$ cat src/rtl/line_miss_handler_p.sv
// Miss-service initiator for one cache way: victim writeback, line fill, install.
// Optional MISS_STATS_EN adds saturating miss/writeback counters (stat_miss_o, stat_wb_o).
module line_miss_handler_p #(
  parameter int S_INDEX  = 3,
  parameter int S_OFFSET = 5,
  parameter int S_TAG    = 24
) (
  input  logic                       clk,
  input  logic                       rst,
  input  logic                       miss_req_i,
  input  logic [31:0]                miss_addr_i,
  output logic                       miss_done_o,
  output logic [S_INDEX-1:0]         way_index_o,
  output logic [S_TAG-1:0]           way_tag_o,
  output logic [(8<<S_OFFSET)-1:0]   way_data_o,
  output logic [(1<<S_OFFSET)-1:0]   way_byte_enable_o,
  output logic                       way_load_o,
  output logic                       way_load_dirty_o,
  output logic                       way_mem_write_o,
  input  logic [S_TAG-1:0]           way_tag_i,
  input  logic                       way_valid_i,
  input  logic                       way_dirty_i,
  input  logic [(8<<S_OFFSET)-1:0]   way_data_i,
  output logic                       pmem_read_o,
  output logic                       pmem_write_o,
  output logic [31:0]                pmem_addr_o,
  output logic [(8<<S_OFFSET)-1:0]   pmem_wdata_o,
  input  logic [(8<<S_OFFSET)-1:0]   pmem_rdata_i,
`ifdef MISS_STATS_EN
  output logic [15:0]                stat_miss_o,
  output logic [15:0]                stat_wb_o,
`endif
  input  logic                       pmem_resp_i
);

  localparam int LINE_W = 8 << S_OFFSET;
  localparam int BE_W   = 1 << S_OFFSET;

  typedef enum logic [2:0] {IDLE, CHECK, WB, FILL, INSTALL} state_t;

  state_t              state, state_next;
  logic [S_TAG-1:0]    miss_tag;
  logic [S_INDEX-1:0]  miss_index;
  logic [S_TAG-1:0]    victim_tag;
  logic [LINE_W-1:0]   victim_line;
  logic [LINE_W-1:0]   fill_line;

  // Byte offset bits never matter: the whole line moves.
  logic unused_offset;
  assign unused_offset = ^miss_addr_i[S_OFFSET-1:0];

  assign way_index_o = miss_index;

  always_ff @(posedge clk) begin
    if (!rst) begin
      state       <= IDLE;
      miss_tag    <= '0;
      miss_index  <= '0;
      victim_tag  <= '0;
      victim_line <= '0;
      fill_line   <= '0;
    end else begin
      state <= state_next;
      case (state)
        IDLE: if (miss_req_i) begin
          miss_tag   <= miss_addr_i[31 -: S_TAG];
          miss_index <= miss_addr_i[S_OFFSET +: S_INDEX];
        end
        CHECK: if (way_valid_i && way_dirty_i) begin
          victim_tag  <= way_tag_i;
          victim_line <= way_data_i;
        end
        FILL: if (pmem_resp_i) fill_line <= pmem_rdata_i;
        default: ;
      endcase
    end
  end

  always_comb begin
    state_next        = state;
    miss_done_o       = 1'b0;
    way_tag_o         = '0;
    way_data_o        = '0;
    way_byte_enable_o = '0;
    way_load_o        = 1'b0;
    way_load_dirty_o  = 1'b0;
    way_mem_write_o   = 1'b0;
    pmem_read_o       = 1'b0;
    pmem_write_o      = 1'b0;
    pmem_addr_o       = '0;
    pmem_wdata_o      = '0;
    case (state)
      IDLE:  if (miss_req_i) state_next = CHECK;
      CHECK: state_next = (way_valid_i && way_dirty_i) ? WB : FILL;
      WB: begin
        pmem_write_o = 1'b1;
        pmem_addr_o  = {victim_tag, miss_index, {S_OFFSET{1'b0}}};
        pmem_wdata_o = victim_line;
        if (pmem_resp_i) state_next = FILL;
      end
      FILL: begin
        pmem_read_o = 1'b1;
        pmem_addr_o = {miss_tag, miss_index, {S_OFFSET{1'b0}}};
        if (pmem_resp_i) state_next = INSTALL;
      end
      INSTALL: begin
        // Freshly filled line is installed valid and clean.
        way_load_o        = 1'b1;
        way_load_dirty_o  = 1'b1;
        way_mem_write_o   = 1'b0;
        way_byte_enable_o = {BE_W{1'b1}};
        way_tag_o         = miss_tag;
        way_data_o        = fill_line;
        miss_done_o       = 1'b1;
        state_next        = IDLE;
      end
      default: state_next = IDLE;
    endcase
  end

`ifdef MISS_STATS_EN
  function automatic logic [15:0] sat_inc(input logic [15:0] v);
    return (v == 16'hFFFF) ? v : v + 16'd1;
  endfunction

  always_ff @(posedge clk) begin
    if (!rst) begin
      stat_miss_o <= '0;
      stat_wb_o   <= '0;
    end else begin
      if (state == IDLE && miss_req_i) stat_miss_o <= sat_inc(stat_miss_o);
      if (state == WB && pmem_resp_i)  stat_wb_o   <= sat_inc(stat_wb_o);
    end
  end
`endif

endmodule

$ cat config.mk
export PLATFORM = sky130hd
export DESIGN_NAME = line_miss_handler_p
export DESIGN_NICKNAME = d
export VERILOG_FILES = /design/src/rtl/line_miss_handler_p.sv
export SDC_FILE = /design/constraint.sdc
export NUM_CORES = 1
export LEC_CHECK = 0
export ABC_AREA = 1
export BUFFER_PORTS_ARGS = -buffer_cell sky130_fd_sc_hd__buf_2
export CAP_MARGIN = 20
export CORE_AREA = 3 3 457 459
export DETAILED_ROUTE_END_ITERATION = 7
export DIE_AREA = 0 0 460 462
export GPL_TIMING_DRIVEN = 0
export PLACE_DENSITY = 0.31
export SLEW_MARGIN = 0
export SYNTH_ARGS = -nofsm -noshare
export SYNTH_HDL_FRONTEND = slang
export SYNTH_SLANG_ARGS = --single-unit
$ cat constraint.sdc
create_clock -name clk -period 2.4 [get_ports clk]
set_input_delay 0.36 -clock clk [delete_from_list [all_inputs] [get_ports clk]]
set_output_delay 0.36 -clock clk [all_outputs]
set_load 0.02 [all_outputs]
## Word level (Yosys, flattened, before mapping)

Index checks and enable logic that the tools add are counted.

| word-level totals | value |
|---|---|
| output and inout port bits | 609 |
| logic and storage cells | 32 |
| flip-flop bits (word level) | 566 |
| bits of input ports | 574 |

| operators by class | value |
|---|---|
| equality and inequality tests | 7 |
| muxes and demuxes | 13 |
| reductions and logical operators | 6 |

Operators with widths:

| cell | number |
|---|---|
| 256-bit two-way mux | 2 |
| 32-bit one-hot mux with 2 select lines | 1 |
| 32-bit two-way mux | 1 |
| 24-bit two-way mux | 1 |
| 3-bit one-hot mux with 4 select lines | 1 |
| 3-bit two-way mux | 3 |
| 3-bit by 2-bit equality test with 1-bit output (second input constant) | 2 |
| 2-bit != test (second input constant) | 3 |
| 2-bit AND reduction | 3 |
| 1-bit two-way mux | 4 |
| 3-bit by 1-bit equality test with 1-bit output (second input constant) | 1 |
| 3-bit equality test (second input constant) | 1 |
| 3-bit logical NOT | 1 |
| 3-bit AND reduction | 1 |
| 1-bit logical AND | 1 |

## Depth between registers and ports, before layout

| depth | value |
|---|---|
| word-level depth | 3 |
| gate-level depth with buffers | 8 |

## Worst setup path before layout

OpenSTA, ideal clock, no wires.

| timing path | value |
|---|---|
| kind | register to output |
| start point | register state[2] |
| end point | output port way_data_o[100] |
| data arrival time | 2.684 ns |
| cell stages (with the launch flop) | 7 |
| slack | -0.644 ns |
| cell sequence | dfxtp_1 inv_1 nor3_2 inv_2 clkbuf_1 clkbuf_1 nor2_1 |

| on the way | value |
|---|---|
| longest elaborated chain between the ends | 2 |

RTL lines:

| what | line | text |
|---|---|---|
| from (decl) | 41 | `state_t state, state_next;` |
| from (signal assigned) | 63 | `state <= state_next;` |
| 3-bit equality test | 92 | `case (state)` |
| 256-bit two-way mux | 92 |  |
| to (decl) | 15 | `output logic [(8<<S_OFFSET)-1:0] way_data_o,` |

No other way between the ends.

## Final worst setup path

| timing path | value |
|---|---|
| start point | register state[2] |
| end point | output port pmem_addr_o[14] |

| on the way | value |
|---|---|
| longest elaborated chain between the ends | 2 |
| elaborated cells on any way between the ends | 3 |

RTL lines:

| what | line | text |
|---|---|---|
| 3-bit by 2-bit equality test with 1-bit output | 92 |  |
| 32-bit one-hot mux with 2 select lines (*) | 92 |  |
| to (decl) | 26 | `output logic [31:0] pmem_addr_o,` |

Every way passes the cells marked *; elsewhere a longest branch is shown, timed or not.

==> key figures <==
Route
  – Met2 wire len: ~85,000 um
  – Highest metal used: met5
  – Via density: 3.64
  – Antenna Nets Post-Route: 0
  – Final WL: 178,000 um
  – DR iter-0 viols: 1,486
  – Vias: between 30,000 and 40,000
  – Met3 wire len: 15,500 um
  – # DRC: 0
  – Met1 Routed Length: 72,000 um
  – Post-DR wirelength/cell: 20.6 um
  – Pre-Repair DR Iteration Count: 5

Timing
  – Final worst-path setup slack: -246 ps
  – Hold Worst Slack: 59.2 ps
  – Skew final: 33.7 ps
  – Worst Max-Slew Pin Slew: between 1000 and 1500 ps
  – Unrepaired setup endpoints after global routing: yes
  – Period Utilization, post-route: 110%
  – Final Hold Fails: 0
  – Fmax: 378 MHz
  – # setup viols final: 547
  – Slew Limit Fails: 0
  – Worst slew margin: 27.6%
  – Min Tclk post-route: 2650 ps

Global route
  – Total track usage: 16.0%
  – Initial antenna violation count: 46
  – Largest net degree at the start of global routing: 26
  – Overflow after GRT: 0
  – First-pass GRT wire length: 244,000 um
  – Vias in the first global route: 32,000

Floorplanning
  – I/O pin cnt: approximately 1,200
  – Die Ht: approximately 460 um
  – Initial core utilization: 12.4%
  – Die width: around 460 um
  – Die area: 0.213 mm2
  – Num rows: between 150 and 200
  – Core outline area: 0.205 mm2

Final layout
  – Area Overhead vs Synth: 77.5%
  – Layout cells sized above 1: 28.2%
  – Nets: between 6,000 and 7,000
  – Fillers: 23,600
  – Cell area after layout: roughly 0.045 mm2

Power
  – Leak: approximately 21 nW
  – Reg power frac: 36.1%
  – Clock Power Share: 46.0%
  – Max VDD drop: 475 uV
  – Gate power share: 17.9%
  – Net Sw Power: 8.51 mW
  – Pint: 19.6 mW
  – Tot Pwr: 28.1 mW
  – Pwr/cell area: just over 600 mW/mm2
  – Switching Share: 30.3%

CTS
  – Root Driver: clkbuf_16
  – CTS tree: done
  – Reg clk slew, reported paths: 60 ps
  – Num CTS Buffers: a little over 80
  – CTS sink cnt: 566
  – Max H-tree Level: 3
  – CTS max path bufs: 3
  – Clock Latency Late Sink: between 600 and 700 ps

Yosys
  – Post-synthesis sequential area ratio: between 40% and 50%
  – FF+latch count, synth: 566
  – Synthesized area per cell: 6.29 um2
  – Mapped Area: 0.0254 mm2
  – Warnings, synthesis: 0
  – Synth unique cells: 20
  – Synth Instances: 4,039

Worst setup path
  – CP Launch Type: flop
  – CP max FO: 10
  – Crit path DAT: 2290 ps
  – Slowest cell on crit path: dfxtp_4
  – Crit end category: primary output
  – Critical path buffers and inverters: 4
  – CP delay by family, top: buffers and inverters
  – Critical Path RT: 2040 ps
  – Slowest stage delay, CP: between 300 and 400 ps
  – CP Class: flop to primary output
  – Critical-path cell list: inv_4 > nand2_2 > nor2_4 > inv_1 > buf_2 > o22ai_1 > clkbuf_4

Outcome
  – Status: finished, violations left
  – Failing checks: setup timing

Placement
  – Gpl congestion: approximately 0.84
  – Placed Area: 0.0348 mm2
  – Post-DP HPWL: roughly 150,000 um
  – Place WS: -1460 ps
  – Input/output buffers: 1,170

Hold path
  – Hold Path Class: primary input to flop

Job
  – MaxCap Viol Count: 0
[per-layer routing]
metal,vias up,global-route usage [%]
li1,15600,-
met1,14500,18.4
met2,1099,27.9
met3,222,5.67
met4,30,4.09
met5,-,0
[flip-flops by register name (all words and copies together) (netlist names)]
name and cells:
state 3, way_index_o 3, fill_line 256, miss_tag 24
victim_tag 24, victim_line 256
[cell families (layout without fill, tap and decap cells)]
family | after synthesis | count (layout) | share of synthesized area (%)
flip-flops | 566 | 566 | 44.6
AND/OR/NAND/NOR | 2301 | 2301 | 35.4
buffers and inverters | 890 | 2779 | 14.3
AO/OA/AOI/OAI | 281 | 281 | 5.66
other | 1 | 22 | 0.0148
[placed cells by master, fill, tap and decap left out, types with 5 or more instances in the layout]
master         instances
buf_2               1093
nor2_2                74
nor2_1              1028
buf_4                177
clkbuf_16             90
clkbuf_2               9
clkbuf_8              22
nand2_1              879
conb_1                 6
o22ai_1               17
dlygate4sd3_1        559
clkbuf_1             119
a21oi_1              256
nand3_1              259
inv_1                569
clkinv_2              16
buf_8                  9
nor2_4                57
bufinv_16              8
clkbuf_4              16
diode_2               16
o22ai_2                5
dfxtp_1              563
buf_6                 70
[cells in the mapped netlist]
| cell | n | area share (%) |
|---|---|---|
| conb_1 | 1 | 0.015 |
| clkinv_1 | 1 | 0.015 |
| inv_2 | 2 | 0.030 |
| nand4_1 | 1 | 0.025 |
| buf_4 | 40 | 1.2 |
| nand2_2 | 1 | 0.025 |
| buf_1 | 6 | 0.089 |
| nand2_1 | 880 | 13 |
| a21oi_1 | 256 | 5.0 |
| inv_1 | 570 | 8.4 |
| o21ai_0 | 1 | 0.020 |
| dfxtp_1 | 566 | 45 |
| nor2_2 | 1 | 0.025 |
| nor3_2 | 1 | 0.039 |
| nand3_1 | 259 | 5.1 |
| clkbuf_1 | 155 | 2.3 |
| buf_2 | 116 | 2.3 |
| nor2_1 | 1157 | 17 |
| o22ai_1 | 24 | 0.59 |
| nor2_4 | 1 | 0.044 |
[power groups by stage]
stage | sequential (mW) | clock [mW] | combinational, mW
finish | 10.1 | 12.9 | 5.04
global route | 10.2 | 13.8 | 5.59
CTS | 10.1 | 13.5 | 5.08
detailed placement | 10.3 | 0 | 4.05
global placement | 10.3 | 0 | 4.04
floorplan | 10.3 | 0 | 2.20
[path summary, 6_finish.rpt]
path / startpoint / end / slack (ps) / depth (start not counted)
setup / recovery: state[2] / pmem_addr_o[14] / -250 / 7
hold / removal: way_data_i[57] / victim_line[57] / 60 / 3
setup reg to reg: state[1] / victim_line[155] / 100 / 7
hold reg to reg: fill_line[158] / fill_line[158] / 460 / 2
[final cells by class]
cell class                      instances  area, um2  share of cell area (%)
Antenna cell                           16       40.0                  0.0888
Buffer                                317       1890                    4.19
Clock buffer                          114       2340                    5.20
Clock inverter                         36        490                    1.09
Inverter                              573       2170                    4.81
Multi-Input combinational cell       2588      11100                    24.7
Sequential cell                       566      11300                    25.2
Tap cell                             2688       3360                    7.46
Timing Repair Buffer                 1739      12300                    27.3
[worst reg2reg max path: cells and delay by family, from the launching register on]
kind	cells	cell delay (ps)
simple gates	4	510
flops	1	390
buf+inv	3	1350
[what timing repair did]
action / 4_1_cts / 5_1_grt
cloned: 2 / 0
setup endpoints to repair: 836 / 802
hold endpoints to repair: 559 / 0
gates resized for setup: 405 / 233
pin swaps: 7 / 9
setup buffers: 3 / 0
hold buffers: 559 / 0
[stage by stage]
stage                     utilization [%]  setup TNS, ps  cells
after global placement               16.9        -751250   7902
after CTS                            21.7        -209990   8621
final                                22.0         -62940   8637
after global routing                 22.0        -156490   8630
after floorplan                         -         -26530   4044
after detailed placement             17.0        -317910   7907
(Power assumes the default switching activity.)
